## config.mk

```make
export PLATFORM = sky130hd
export DESIGN_NAME = rgb_pixel_writer_flat
export DESIGN_NICKNAME = d
export VERILOG_FILES = /design/src/rtl/rgb_pixel_writer_pkg.sv /design/src/rtl/rgb_pixel_writer_if.sv /design/src/rtl/rgb_pixel_writer_clip.sv /design/src/rtl/rgb_pixel_writer.sv /design/src/flat_wrapper.sv
export SDC_FILE = /design/constraint.sdc
export NUM_CORES = 1
export LEC_CHECK = 0
export ABC_AREA = 1
export CAP_MARGIN = 15
export CELL_PAD_IN_SITES_DETAIL_PLACEMENT = 1
export CELL_PAD_IN_SITES_GLOBAL_PLACEMENT = 2
export CORE_MARGIN = 1.5
export CORE_UTILIZATION = 30
export CTS_BUF_LIST = sky130_fd_sc_hd__clkbuf_4
export CTS_CLUSTER_SIZE = 40
export DETAILED_ROUTE_END_ITERATION = 12
export GPL_ROUTABILITY_DRIVEN = 0
export HOLD_SLACK_MARGIN = 0.05
export PLACE_DENSITY_LB_ADDON = 0.1
export SYNTH_ARGS = -nofsm -noshare
export SYNTH_HDL_FRONTEND = slang
export SYNTH_HIERARCHICAL = 1
export SYNTH_SLANG_ARGS = --single-unit
```

## constraint.sdc

```tcl
create_clock -name clk -period 3.32 [get_ports clk]
set_input_delay 0.498 -clock clk [delete_from_list [all_inputs] [get_ports clk]]
set_output_delay 0.498 -clock clk [all_outputs]
set_load 0.01 [all_outputs]
```

## src/rtl/rgb_pixel_writer_pkg.sv

```systemverilog
// Shared types and constants for the RGB pixel writer: FSM states, clipped pixel type, frame geometry.
package rgb_pixel_writer_pkg;

  localparam logic [17:0] RGB_BASE_ADDR = 18'd146944;
  localparam int          IMG_W         = 320;
  localparam int          IMG_H         = 240;

  typedef enum logic [2:0] {
    IDLE,
    GET_E,
    GET_O,
    WR0,
    WR1,
    WR2,
    DONE
  } state_t;

  typedef struct packed {
    logic [7:0] r;
    logic [7:0] g;
    logic [7:0] b;
  } rgb8_t;

endpackage

```

## src/rtl/rgb_pixel_writer_if.sv

```systemverilog
// Pixel stream (valid/ready) plus granted SRAM write bus; slave is the writer, master the surrounding system.
interface rgb_pixel_writer_if;
  logic               pix_valid;
  logic               pix_ready;
  logic signed [31:0] pix_r;
  logic signed [31:0] pix_g;
  logic signed [31:0] pix_b;
  logic               sram_grant;
  logic [17:0]        SRAM_address;
  logic [15:0]        SRAM_write_data;
  logic               SRAM_we_n;

  modport slave (
    input  pix_valid, pix_r, pix_g, pix_b, sram_grant,
    output pix_ready, SRAM_address, SRAM_write_data, SRAM_we_n
  );

  modport master (
    output pix_valid, pix_r, pix_g, pix_b, sram_grant,
    input  pix_ready, SRAM_address, SRAM_write_data, SRAM_we_n
  );
endinterface

```

## src/rtl/rgb_pixel_writer_clip.sv

```systemverilog
// Combinational saturator: signed 32-bit channel to unsigned 8-bit, zero latency, no flow control.
module rgb_clip (
  input  logic signed [31:0] v,
  output logic [7:0]         c
);

  always_comb begin
    if (v < 32'sd0)        c = 8'd0;
    else if (v > 32'sd255) c = 8'd255;
    else                   c = v[7:0];
  end

endmodule

```

## src/rtl/rgb_pixel_writer.sv

```systemverilog
// Clips a pixel pair, packs it into three 16-bit words and writes them to SRAM when granted.
// Best case 5 cycles per pair; pix_ready only in GET_E/GET_O, a missing grant stalls the write state.
module rgb_pixel_writer
  import rgb_pixel_writer_pkg::*;
#(
  parameter logic [17:0] RGB_BASE = RGB_BASE_ADDR,
  parameter int          PIXELS   = IMG_W * IMG_H
) (
  input  logic                clk,
  input  logic                reset,
  input  logic                start,
  output logic                done,
  rgb_pixel_writer_if.slave   bus
);

  localparam int CW = $clog2(PIXELS + 1);

  state_t          state, state_nxt;
  logic [CW-1:0]   pix_cnt;
  logic [17:0]     wr_ptr;
  rgb8_t           pix_e, pix_o, clip_now;
  logic            issue;
  logic            start_ok;
  logic            last_pair;
  logic [15:0]     word;

  rgb_clip u_clip_r (.v(bus.pix_r), .c(clip_now.r));
  rgb_clip u_clip_g (.v(bus.pix_g), .c(clip_now.g));
  rgb_clip u_clip_b (.v(bus.pix_b), .c(clip_now.b));

  assign start_ok  = start && (state == IDLE || state == DONE);
  assign last_pair = (pix_cnt == CW'(PIXELS - 2));

  always_ff @(posedge clk) begin
    if (reset) state <= IDLE;
    else       state <= state_nxt;
  end

  always_comb begin
    state_nxt = state;
    case (state)
      IDLE, DONE: if (start)          state_nxt = GET_E;
      GET_E:      if (bus.pix_valid)  state_nxt = GET_O;
      GET_O:      if (bus.pix_valid)  state_nxt = WR0;
      WR0:        if (bus.sram_grant) state_nxt = WR1;
      WR1:        if (bus.sram_grant) state_nxt = WR2;
      WR2:        if (bus.sram_grant) state_nxt = last_pair ? DONE : GET_E;
      default:                        state_nxt = IDLE;
    endcase
  end

  always_comb begin
    bus.pix_ready = (state == GET_E) || (state == GET_O);
    done          = (state == DONE);
    issue         = bus.sram_grant && (state == WR0 || state == WR1 || state == WR2);
    case (state)
      WR0:     word = {pix_e.r, pix_e.g};
      WR1:     word = {pix_e.b, pix_o.r};
      WR2:     word = {pix_o.g, pix_o.b};
      default: word = 16'd0;
    endcase
  end

  // Pointer only rewinds on start, so a frame always lands in one contiguous block.
  always_ff @(posedge clk) begin
    if (reset) begin
      pix_cnt             <= '0;
      wr_ptr              <= RGB_BASE;
      pix_e               <= '0;
      pix_o               <= '0;
      bus.SRAM_address    <= '0;
      bus.SRAM_write_data <= '0;
      bus.SRAM_we_n       <= 1'b1;
    end else begin
      if (start_ok) begin
        pix_cnt <= '0;
        wr_ptr  <= RGB_BASE;
      end
      if (bus.pix_valid && state == GET_E) pix_e <= clip_now;
      if (bus.pix_valid && state == GET_O) pix_o <= clip_now;
      bus.SRAM_we_n <= !issue;
      if (issue) begin
        bus.SRAM_address    <= wr_ptr;
        bus.SRAM_write_data <= word;
        wr_ptr              <= wr_ptr + 18'd1;
        if (state == WR2) pix_cnt <= pix_cnt + CW'(2);
      end
    end
  end

endmodule
```

## src/flat_wrapper.sv

```systemverilog
// flat-port wrapper written by rule: the top's interface ports become plain ports
module rgb_pixel_writer_flat import rgb_pixel_writer_pkg::*;
#(
  parameter logic [17:0] RGB_BASE = RGB_BASE_ADDR,
  parameter int          PIXELS   = IMG_W * IMG_H
)
  (clk, reset, start, done, bus_pix_valid, bus_pix_r, bus_pix_g, bus_pix_b, bus_sram_grant, bus_pix_ready, bus_SRAM_address, bus_SRAM_write_data, bus_SRAM_we_n);
  rgb_pixel_writer_if bus_i ();
  input  logic clk;
  input  logic reset;
  input  logic start;
  output logic done;
  input wire logic [$bits(bus_i.pix_valid)-1:0] bus_pix_valid;
  input wire logic [$bits(bus_i.pix_r)-1:0] bus_pix_r;
  input wire logic [$bits(bus_i.pix_g)-1:0] bus_pix_g;
  input wire logic [$bits(bus_i.pix_b)-1:0] bus_pix_b;
  input wire logic [$bits(bus_i.sram_grant)-1:0] bus_sram_grant;
  output wire logic [$bits(bus_i.pix_ready)-1:0] bus_pix_ready;
  output wire logic [$bits(bus_i.SRAM_address)-1:0] bus_SRAM_address;
  output wire logic [$bits(bus_i.SRAM_write_data)-1:0] bus_SRAM_write_data;
  output wire logic [$bits(bus_i.SRAM_we_n)-1:0] bus_SRAM_we_n;
  assign bus_i.pix_valid = bus_pix_valid;
  assign bus_i.pix_r = bus_pix_r;
  assign bus_i.pix_g = bus_pix_g;
  assign bus_i.pix_b = bus_pix_b;
  assign bus_i.sram_grant = bus_sram_grant;
  assign bus_pix_ready = bus_i.pix_ready;
  assign bus_SRAM_address = bus_i.SRAM_address;
  assign bus_SRAM_write_data = bus_i.SRAM_write_data;
  assign bus_SRAM_we_n = bus_i.SRAM_we_n;
  rgb_pixel_writer #(.RGB_BASE(RGB_BASE), .PIXELS(PIXELS)) u_core (.clk(clk), .reset(reset), .start(start), .done(done), .bus(bus_i));
endmodule
```

Yosys cells after proc, flatten, opt, wreduce, memory -nomap -nowiden

Index checks and enable logic that the tools add are counted.

Register bits after elaboration: 121
Input bits: 101
Output and inout port bits: 37
Logic and storage cells: 66

Add/sub/neg operators: 2
$lt $le $gt $ge: 6
Equal/unequal tests: 13
Mux-type cells: 20
Reductions and logical operators: 13

Operators by type and width:

| operator                                                                      | number |
|---|---|
| 32-bit by 9-bit > comparator with 1-bit output, second input constant         | 3 |
| 32-bit by 1-bit less-than comparator with 1-bit output, second input constant | 3 |
| 17-bit 2-to-1 mux                                                             | 3 |
| 8-bit 2-to-1 mux                                                              | 6 |
| 16-bit one-hot mux with 3 select lines                                        | 1 |
| 18-bit 2-to-1 mux                                                             | 2 |
| 3-bit 2-to-1 mux                                                              | 7 |
| 18-bit by 1-bit adder with 18-bit output, second input constant               | 1 |
| 3-bit one-hot mux with 6 select lines                                         | 1 |
| 17-bit by 2-bit adder with 17-bit output, second input constant               | 1 |
| 17-bit equality test, second input constant                                   | 1 |
| 2-bit != test, second input constant                                          | 6 |
| 3-bit equality test, second input constant                                    | 3 |
| 3-bit by 2-bit equality test with 1-bit output, second input constant         | 2 |
| 6-bit AND reduction                                                           | 1 |
| 1-bit logical AND                                                             | 4 |
| 1-bit logical OR                                                              | 4 |
| 3-bit by 1-bit equality test with 1-bit output, second input constant         | 1 |
| 3-bit logical NOT                                                             | 1 |
| 2-bit nonzero test                                                            | 1 |
| 2-bit OR reduction                                                            | 1 |
| 1-bit logical NOT                                                             | 1 |

Longest topological paths before layout

Gate-level depths: netlist of run 1.

Depth in word-level cells: 6
Gate-level depth with buffers: 10
Depth with buffers taken out: 10

Modules after synthesis

The synthesis of run 1 kept the hierarchy.

Modules (own cells, without submodules):

| module           | instances | cells an instance | area each (sq um) | sequential area each (sq um) |
|---|---|---|---|---|
| rgb_pixel_writer | 1         | 707               | 5232.5            | 2422.3 |
| rgb_clip         | 3         | 39                | 165.2             | 0.0 |

Worst setup path before layout of run 1

No wires, ideal clock.

Path type: input to register
From: in bus_pix_b[31]
To: reg u_core/pix_o[1] (netlist bit)
Setup time: 0.128 ns
Arrival time: 1.316 ns
Required time: 3.192 ns
Path slack: 1.876 ns
Cell stages on the path: 9
Path buffers: 1
Path through: buf_6 > nor2_2 > nand2_1 > nor2_2 > nand3_2 > nor2_1 > nor2_1 > o21ai_0 > a21oi_1

RTL lines:

| what                 | RTL line               | RTL |
|---|---|---|
| start, declared      | flat_wrapper.sv:16     | `input wire logic [$bits(bus_i.pix_b)-1:0] bus_pix_b;` |
| end signal, assigned | rgb_pixel_writer.sv:80 | `if (bus.pix_valid && state == GET_O) pix_o <= clip_now;` |
| end, declared        | rgb_pixel_writer.sv:21 | `rgb8_t pix_e, pix_o, clip_now;` |

Final worst setup path of run 1

From: reg u_core.state[2]
To: out done

Word-level cells in the longest chain between the ends: 1

Ends and longest elaborated chain:

| what                   | RTL line               | RTL |
|---|---|---|
| start, declared        | rgb_pixel_writer.sv:18 | `state_t state, state_nxt;` |
| start signal, assigned | rgb_pixel_writer.sv:36 | `else state <= state_nxt;` |
| 3-bit equality test    | rgb_pixel_writer.sv:54 | `done = (state == DONE);` |
| end, declared          | flat_wrapper.sv:12     | `output logic done;` |

No other way between the ends.

==> flow_summary.yaml, run 1 <==
floorplanning:
  start_util_pct: 30.62
  core_area_sq_mm: 0.01871
  dieArea_sq_mm: 0.01993
  rows: 50
  io_pins: 138
  dieWidth_microns: 141.2
  die_h_microns: 141.2
critical_path:
  cpPeakStageDelay_ps: 600
  worstPathArrival_ps: 2000
  worstSetupPathType: "flip-flop to output port"
  cp-start-kind: "flip-flop"
  crit_chain: "inv_2 > nor3_1 > clkdlybuf4s50_1"
  slowest_stage: "clkdlybuf4s50_1"
  crit_required_ps: 2820
  endpoint_kind: "output port"
  path_max_fanout: 4
layout:
  syn2layout_area_growth_pct: 30.82
  fin_util_pct: 40.06
  mostFrequentLayoutCell: "nor2_1"
  drive_gt1_share_pct: 6.957
  layout_common_cells: "200 x nor2_1, 137 x clkdlybuf4s50_1, 121 x dfxtp_1"
  instances_no_fill: 1198
  fin_nets: 1055
  final.fill_count: 2355
power:
  clockPowerShare_pct: 24.7
  net-switching-power_uw: 1283
  irDropWorstVdd_v: 0.0001841
  swShare_pct: 33.85
  p_int_uw: 2507
  cellPowerDensity_mw_per_mm2: 505.9
  p_leak_uw: 0.002844
  p_seq_share_pct: 46.7
  p_comb_share_pct: 28.6
timing:
  setup_viol: 0
  worst_pin_slew_ps: 811.3
  period_share_pct: 75.15
  finalClockSkew_ps: 24.73
  rsz0062_at_grt: "no"
  clock.fmax_mhz: 400.8
  layout_min_cycle_time_ps: 2495
  worst_hold_slack_ps: 462.9
  hold_viol: 0
  finalSetupTns_ps: 0
  slew_violations: 0
  fin_ws_ps: 825.0
  maxSlewHeadroom_pct: 45.78
yosys:
  yosysTopAreaCell: "dfxtp_1"
  yosys_warnings: 6
  synth_fp_nets: 927
  synth.avg_cell_area_sq_um: 6.951
  synth_top_flop_cell: "dfxtp_1"
  async_flop_share_pct: 0
  synth.distinct_cells: 38
  seq_area_frac_synth_pct: 42.29
  ys_ff_latch: 121
  netlist_instances: 824
  syn_area_sq_mm: 0.005728
  yosysTopAreaCellShare_pct: 42.29
  synth_edf_count: 0
  ys_top_cells_by_area: "dfxtp_1 42%, nor2_1 13%, o21ai_0 8.4%"
clock_network:
  clock_sinks: 121
  clock_latency_ps: 560
  cts_resized: 0
  cts_tree: "done"
  path_clk_slew_ps: 90
  postCtsSetupBuffers: 0
  holdBufCountCts: 0
  clockRootBuffer: "clkbuf_4"
  clk_path_buf_depth: 2
  cts_made_buffers: 17
  cts-htree-levels: 4
detailed_routing:
  drt_pass1_iterations: 4
  routedWlPerCell_microns: 15.17
  drc: 0
  viasPerCell: 4.783
  antenna_left: 0
  vias: 5730
  drt-initial-drc-count: 181
  totalWireLength_mm: 18.17
placement:
  hpwl_mm: 13.66
  dpl_worst_slack_ps: 903.2
  placedCellCount: 1166
  io_buffers: 137
grt:
  grt_pass1_wl_mm: 29.13
  grt-ovfl-total: 0
  grt_max_degree: 56
  grt_antenna_before_repair: 1
  grt.total_usage_pct: 18.63
  grt_pass1_vias: 5958
flow_run:
  drv_cap: 0
outcome:
  outcome: "finished, final reports clean"
min_path:
  hp-class: "flip-flop to flip-flop"
## stage by stage
stage	cell area [sq um]	total power (uW)
after global routing	7493	4033
after CTS	7463	3825
after detailed placement	7237	2875
after floorplan	5728	2405
after global placement	7237	2841
final	7493	3791
## layer usage
| metal | vias up | track usage, % | wire length [microns] |
|---|---|---|---|
| met5 | - | 0 | 0 |
| met4 | 0 | 5.976 | 247 |
| met3 | 20 | 3.431 | 466 |
| met2 | 88 | 33.90 | 9292 |
| met1 | 2689 | 22.00 | 8164 |
| li1 | 2933 | - | - |
## cells by family after synthesis
logic type	Yosys count	share of synthesized area (%)
AO/OA/AOI/OAI	190	18.11
XOR/XNOR	5	0.7645
adder cells (fa/ha/maj)	2	0.4368
buffers and inverters	121	9.196
flip-flops	121	42.29
AND/OR/NAND/NOR	385	29.20
## worst paths after layout
path | cells past startpoint | start | slack [ps] | endpoint
setup reg to reg | 9 | u_core/state[1]$_SDFFE_PP0P_ | 1080 | u_core/wr_ptr[2]$_SDFFE_PP0P_
hold reg to reg | 2 | u_core/pix_e[8]$_SDFFE_PP0P_ | 460 | u_core/pix_e[8]$_SDFFE_PP0P_
hold / removal | 2 | u_core/pix_e[8]$_SDFFE_PP0P_ | 460 | u_core/pix_e[8]$_SDFFE_PP0P_
setup / recovery | 3 | u_core/state[2]$_SDFFE_PP0P_ | 820 | done
## power by group through the flow
stage	combinational, uW	sequential (uW)	clock [uW]
final	1080	1770	936
after global routing	1200	1790	1040
after CTS	1080	1770	976
after detailed placement	1070	1800	0
after global placement	1040	1800	0
after floorplan	612	1790	0
## state kept, by name, summed over array words and instances, names as in the netlist
signal,flops
u_core/wr_ptr,18
u_core/bus.SRAM_we_n,1
u_core/bus.SRAM_address,18
u_core/pix_o,24
u_core/pix_e,24
u_core/bus.SRAM_write_data,16
u_core/pix_cnt,17
u_core/state,3
## worst max-delay path: cells and delay by family (launching register included)
kind	cells	cell delay, ps
buf+inv	2	700
flops	1	490
simple gates	1	280
## synth_stat cells (3+ instances only)
| master | n |
|---|---|
| a21oi_1 | 68 |
| buf_2 | 13 |
| buf_4 | 3 |
| buf_6 | 6 |
| clkbuf_1 | 14 |
| dfxtp_1 | 121 |
| inv_1 | 79 |
| inv_2 | 5 |
| nand2_1 | 107 |
| nand2_4 | 3 |
| nand3_1 | 33 |
| nand3_2 | 3 |
| nand4_1 | 4 |
| nor2_1 | 200 |
| nor2_2 | 9 |
| nor2_4 | 4 |
| nor3_1 | 12 |
| nor3_2 | 3 |
| o211ai_1 | 3 |
| o21ai_0 | 96 |
| o221ai_1 | 14 |
| xor2_1 | 4 |
## layout make-up
cell class                 instances  area [sq um]  share of cell area (%)
timing repair buffer             145          1451                   19.37
clock buffer                      23         172.7                   2.304
antenna                            1         2.502                 0.03339
sequential                       121          2422                   32.33
tap                              234         292.8                   3.907
multi-input combinational        582          2779                   37.08
clock inverter                     7         53.80                  0.7180
inverter                          85         319.1                   4.258
Note: power is estimated with default switching activity, not from simulation.
==> run 2, diff against run 1 <==
--- a/config.mk
+++ b/config.mk
@@ -10,7 +10,7 @@
 export CELL_PAD_IN_SITES_DETAIL_PLACEMENT = 1
 export CELL_PAD_IN_SITES_GLOBAL_PLACEMENT = 2
 export CORE_MARGIN = 1.5
-export CORE_UTILIZATION = 30
+export CORE_UTILIZATION = 28
 export CTS_BUF_LIST = sky130_fd_sc_hd__clkbuf_4
 export CTS_CLUSTER_SIZE = 40
 export DETAILED_ROUTE_END_ITERATION = 12
==> constraint.sdc (replaced) <==
create_clock -name clk -period 2.5 [get_ports clk]
set_input_delay 0.375 -clock clk [delete_from_list [all_inputs] [get_ports clk]]
set_output_delay 0.375 -clock clk [all_outputs]
set_load 0.01 [all_outputs]
==> flow_summary.yaml, run 2 (synthesized netlist as in run 1, its figures left out) <==
outcome:
  outcome: "finished, final reports clean"
floorplanning:
  rows: 52
  start_util_pct: 28.40
  die_h_microns: 146.0
  dieArea_sq_mm: 0.02132
  io_pins: 138
  dieWidth_microns: 146.0
  core_area_sq_mm: 0.02017
power:
  swShare_pct: 32.36
  cellPowerDensity_mw_per_mm2: 699.5
  irDropWorstVdd_v: 0.0004006
  p_seq_share_pct: 43.8
  net-switching-power_uw: 1742
  p_comb_share_pct: 27.6
  p_leak_uw: 0.002915
  p_int_uw: 3641
  clockPowerShare_pct: 28.6
critical_path:
  cpPeakStageDelay_ps: 560
  r2r_slack_ps: 500
  endpoint_kind: "output port"
  reg2reg_to: "u_core/bus.SRAM_address[10]$_SDFFE_PP0P_"
  crit_chain: "inv_2 > nor2_4 > nand2_1 > nand2_1 > clkdlybuf4s50_1"
  worstPathArrival_ps: 1990
  timing.rr.start: "u_core/state[1]$_SDFFE_PP0P_"
  cp-start-kind: "flip-flop"
  reg2regPathDepth: 7
  worst-path-buf-inv: 2
  slowest_stage: "clkdlybuf4s50_1"
  crit_family: "buffers and inverters"
  worstSetupPathType: "flip-flop to output port"
  path_max_fanout: 5
  cp.depth: 5
  crit_required_ps: 2120
  cpMostUsedCell: "nand2_1"
grt:
  grt_pass1_wl_mm: 30.64
  grt_pass1_vias: 6051
  grt_max_degree: 63
  grt-ovfl-total: 0
  grt_antenna_before_repair: 1
  grt.total_usage_pct: 18.02
timing:
  rsz0062_at_grt: "no"
  period_share_pct: 94.49
  maxSlewHeadroom_pct: 63.20
  worst_pin_slew_ps: 550.8
  finalClockSkew_ps: 18.58
  setup_viol: 0
  layout_min_cycle_time_ps: 2362
  slew_violations: 0
  finalSetupTns_ps: 0
  hold_viol: 0
  clock.fmax_mhz: 423.3
layout:
  layout_common_cells: "200 x nor2_1, 137 x clkdlybuf4s50_1, 121 x dfxtp_1"
  fin_nets: 1059
  drive_gt1_share_pct: 7.637
  syn2layout_area_growth_pct: 34.34
  top_regs: "u_core/pix_e: 24 flops, u_core/pix_o: 24 flops"
  instances_no_fill: 1240
  mostFrequentLayoutCell: "nor2_1"
clock_network:
  clockRootBuffer: "clkbuf_4"
  clock_latency_ps: 530
  postCtsSetupBuffers: 0
  cts_made_buffers: 17
  clock_sinks: 121
  cts-htree-levels: 4
  clk_path_buf_depth: 2
  cts_tree: "done"
  path_clk_slew_ps: 110
  holdBufCountCts: 0
  cts_resized: 0
min_path:
  min_to: "u_core/pix_e[22]$_SDFFE_PP0P_"
  holdPathStages: 2
  hold_start: "u_core/pix_e[22]$_SDFFE_PP0P_"
  hp-class: "flip-flop to flip-flop"
detailed_routing:
  drc: 0
  routedWlPerCell_microns: 14.86
  totalWireLength_mm: 18.42
  vias: 5727
  viasPerCell: 4.619
  antenna_left: 0
  drt-initial-drc-count: 170
  drt_pass1_iterations: 4
placement:
  placedCellCount: 1207
  io_buffers: 137
  hpwl_mm: 13.97
flow_run:
  drv_cap: 0
==> run 2: area by class of cell <==
class,count,area (sq um)
inverters,85,319.1
multi-input cells,582,2779
clock buffers,21,157.7
fillers,2533,12470
well taps,270,337.8
flip-flops and latches,121,2422
clock inverters,11,152.6
diodes,1,2.502
repair buffers,149,1524
==> run 2: per-stage QoR <==
step | util, % | power (uW) | setup WS [ps] | hold WS [ps] | instance area (sq um)
global placement | 36.60 | 3853 | 472.0 | 438.0 | 7382
detailed placement | 36.60 | 3905 | 410.6 | 443.4 | 7382
CTS | 38.14 | 5459 | 77.72 | 458.1 | 7692
finish | 38.15 | 5383 | 137.7 | 457.0 | 7695
global route | 38.15 | 5739 | 19.97 | 480.1 | 7695
floorplan | - | 3194 | 1112 | 422.6 | 5728
==> run 2: power groups by stage <==
stage	registers (uW)	clock network, uW	logic (uW)
5_1_grt	2390	1700	1650
3_3_place_gp	2390	0	1460
6_report	2360	1540	1490
4_1_cts	2360	1590	1510
3_5_place_dp	2400	0	1500
2_1_floorplan	2380	0	812
==> run 2: worst max path at each step <==
stage | slack, ps | startpoint | endpoint
after detailed placement | 410 | bus_pix_g[31] | u_core/pix_o[9]$_SDFFE_PP0P_
final | 140 | u_core/state[1]$_SDFFE_PP0P_ | bus_pix_ready
after CTS | 80 | u_core/state[1]$_SDFFE_PP0P_ | bus_pix_ready
after floorplan | 1110 | u_core/state[1]$_SDFFE_PP0P_ | u_core/wr_ptr[12]$_SDFFE_PP1P_
after global placement | 470 | bus_pix_g[31] | u_core/pix_o[11]$_SDFFE_PP0P_
after global routing | 20 | u_core/state[0]$_SDFFE_PP0P_ | bus_pix_ready
==> run 2: worst min-delay path: stages, from the launching register on <==
cell	delay (ps)
dfxtp_1	310
inv_1	60
a21oi_1	50
==> run 2: layer usage <==
layer	up-vias	track usage, %	part of all wire (%)
met5	-	0	0
met4	0	3.990	0.58
met3	10	4.000	4.1
met2	92	32.40	50
met1	2683	21.93	45
li1	2942	-	-
==> run 3, diff against run 2 <==
--- a/config.mk
+++ b/config.mk
@@ -10,13 +10,14 @@
 export CELL_PAD_IN_SITES_DETAIL_PLACEMENT = 1
 export CELL_PAD_IN_SITES_GLOBAL_PLACEMENT = 2
 export CORE_MARGIN = 1.5
-export CORE_UTILIZATION = 28
+export CORE_UTILIZATION = 25
 export CTS_BUF_LIST = sky130_fd_sc_hd__clkbuf_4
 export CTS_CLUSTER_SIZE = 40
 export DETAILED_ROUTE_END_ITERATION = 12
 export GPL_ROUTABILITY_DRIVEN = 0
 export HOLD_SLACK_MARGIN = 0.05
 export PLACE_DENSITY_LB_ADDON = 0.1
+export SETUP_SLACK_MARGIN = 0.02
 export SYNTH_ARGS = -nofsm -noshare
 export SYNTH_HDL_FRONTEND = slang
 export SYNTH_HIERARCHICAL = 1
==> constraint.sdc (replaced) <==
create_clock -name clk -period 2.1 [get_ports clk]
set_input_delay 0.315 -clock clk [delete_from_list [all_inputs] [get_ports clk]]
set_output_delay 0.315 -clock clk [all_outputs]
set_load 0.01 [all_outputs]
==> flow_summary.yaml, run 3 (synthesized netlist as in run 1, its figures left out) <==
critical_path:
  crit_required_ps: 1780
  slowest_stage: "dfxtp_2"
  worst-path-buf-inv: 2
  cpPeakStageDelay_ps: 420
  timing.rr.start: "u_core/state[1]$_SDFFE_PP0P_"
  reg2regPathDepth: 11
  worstPathArrival_ps: 1550
  r2r_slack_ps: 380
  cp-start-kind: "flip-flop"
  worstSetupPathType: "flip-flop to output port"
  crit_chain: "inv_2 > nor3_1 > dlygate4sd2_1"
  crit_family: "flip-flops"
  endpoint_kind: "output port"
  path_max_fanout: 4
  reg2reg_to: "u_core/wr_ptr[14]$_SDFFE_PP0P_"
power:
  p_leak_uw: 0.002934
  power_uw: 6266
  cellPowerDensity_mw_per_mm2: 811.9
  irDropWorstVdd_v: 0.0002217
layout:
  top_regs: "u_core/pix_e: 24 flops, u_core/pix_o: 24 flops"
  register_area_sq_mm: 0.002426
  fin_nets: 1067
  syn2layout_area_growth_pct: 34.73
  final.fill_count: 2825
  layout_common_cells: "200 x nor2_1, 135 x clkdlybuf4s50_1, 118 x dfxtp_1"
  fin_util_pct: 34.19
  mostFrequentLayoutCell: "nor2_1"
  multi_input_area_sq_mm: 0.002779
  drive_gt1_share_pct: 8.607
clock_network:
  clockRootBuffer: "clkbuf_4"
  path_clk_slew_ps: 110
  cts_tree: "done"
  clock_latency_ps: 530
  clock_sinks: 121
  holdBufCountCts: 0
  cts-htree-levels: 4
  cts_made_buffers: 17
  clk_path_buf_depth: 2
timing:
  period_share_pct: 88.69
  slew_violations: 0
  layout_min_cycle_time_ps: 1862
  setup_viol: 0
  finalClockSkew_ps: 16.37
  worst_hold_slack_ps: 462.9
  hold_viol: 0
  maxSlewHeadroom_pct: 64.98
  clock.fmax_mhz: 536.9
  finalSetupTns_ps: 0
  rsz0062_at_grt: "no"
  worst_pin_slew_ps: 524.7
grt:
  grt-ovfl-total: 0
  grt_antenna_before_repair: 1
  grt_pass1_wl_mm: 30.07
  grt_pass1_vias: 5750
  grt.total_usage_pct: 16.02
  grt_max_degree: 80
floorplanning:
  io_pins: 138
  start_util_pct: 25.38
  core_area_sq_mm: 0.02257
  dieArea_sq_mm: 0.02383
  rows: 55
  dieWidth_microns: 154.4
  die_h_microns: 154.4
detailed_routing:
  viasPerCell: 4.491
  vias: 5668
  totalWireLength_mm: 18.33
  antenna_left: 0
  drc: 0
  drt-initial-drc-count: 199
  routedWlPerCell_microns: 14.52
  drt_pass1_iterations: 4
min_path:
  hp-class: "flip-flop to flip-flop"
  min_to: "u_core/pix_o[7]$_SDFFE_PP0P_"
  hold_start: "u_core/pix_o[7]$_SDFFE_PP0P_"
  holdPathStages: 2
placement:
  io_buffers: 137
  hpwl_mm: 13.56
flow_run:
  drv_cap: 0
outcome:
  outcome: "finished, final reports clean"
==> run 3: layer usage <==
| metal | share of wire (%) | vias up | wire [microns] | track usage (%) |
|---|---|---|---|---|
| li1 | - | 2950 | - | - |
| met1 | 48 | 2613 | 8842 | 20.49 |
| met2 | 48 | 89 | 8741 | 27.24 |
| met3 | 2.8 | 16 | 513 | 3.110 |
| met4 | 1.3 | 0 | 232 | 4.991 |
| met5 | 0 | - | 0 | 0 |
==> run 3: power breakdown <==
part | switching (uW) | internal [uW]
clock network | 882 | 821
registers | 176 | 2630
logic | 1020 | 735
total | 2080 | 4190
==> run 3: final cells by class <==
| class | instances | area share (%) |
|---|---|---|
| diodes | 1 | 0.03243 |
| multi-input cells | 582 | 36.01 |
| inverters | 85 | 4.167 |
| flip-flops and latches | 121 | 31.44 |
| clock buffers | 19 | 1.848 |
| clock inverters | 12 | 1.719 |
| well taps | 285 | 4.621 |
| repair buffers | 157 | 20.17 |
==> run 3: tightest hold or removal path, delay by kind of cell (launching register included) <==
family | cells | cell delay (ps)
buf+inv | 1 | 60
flops | 1 | 310
compound gates | 1 | 50
==> run 3: what timing repair did <==
| action | CTS | global route |
|---|---|---|
| gates resized for setup | 6 | 0 |
| buffers inserted | 1 | 0 |
| endpoints found under the setup margin | 2 | 0 |
==> run 3: worst max path at each step <==
stage	from	endpoint	slack, ps	depth (start not counted)
finish	u_core/state[2]$_SDFFE_PP0P_	done	240	3
global route	u_core/state[2]$_SDFFE_PP0P_	done	120	3
CTS	u_core/state[2]$_SDFFE_PP0P_	done	150	3
detailed placement	bus_pix_b[11]	u_core/pix_o[1]$_SDFFE_PP0P_	220	9
global placement	bus_pix_b[15]	u_core/pix_o[1]$_SDFFE_PP0P_	170	9
floorplan	u_core/state[1]$_SDFFE_PP0P_	u_core/wr_ptr[12]$_SDFFE_PP1P_	710	9
==> run 3: metrics by stage <==
stage	area, sq um	instances	setup slack [ps]
after floorplan	5728	824	711.8
final	7717	1262	237.6
after CTS	7715	1261	151.4
after global placement	7428	1229	170.8
after detailed placement	7428	1229	216.8
after global routing	7717	1262	122.7
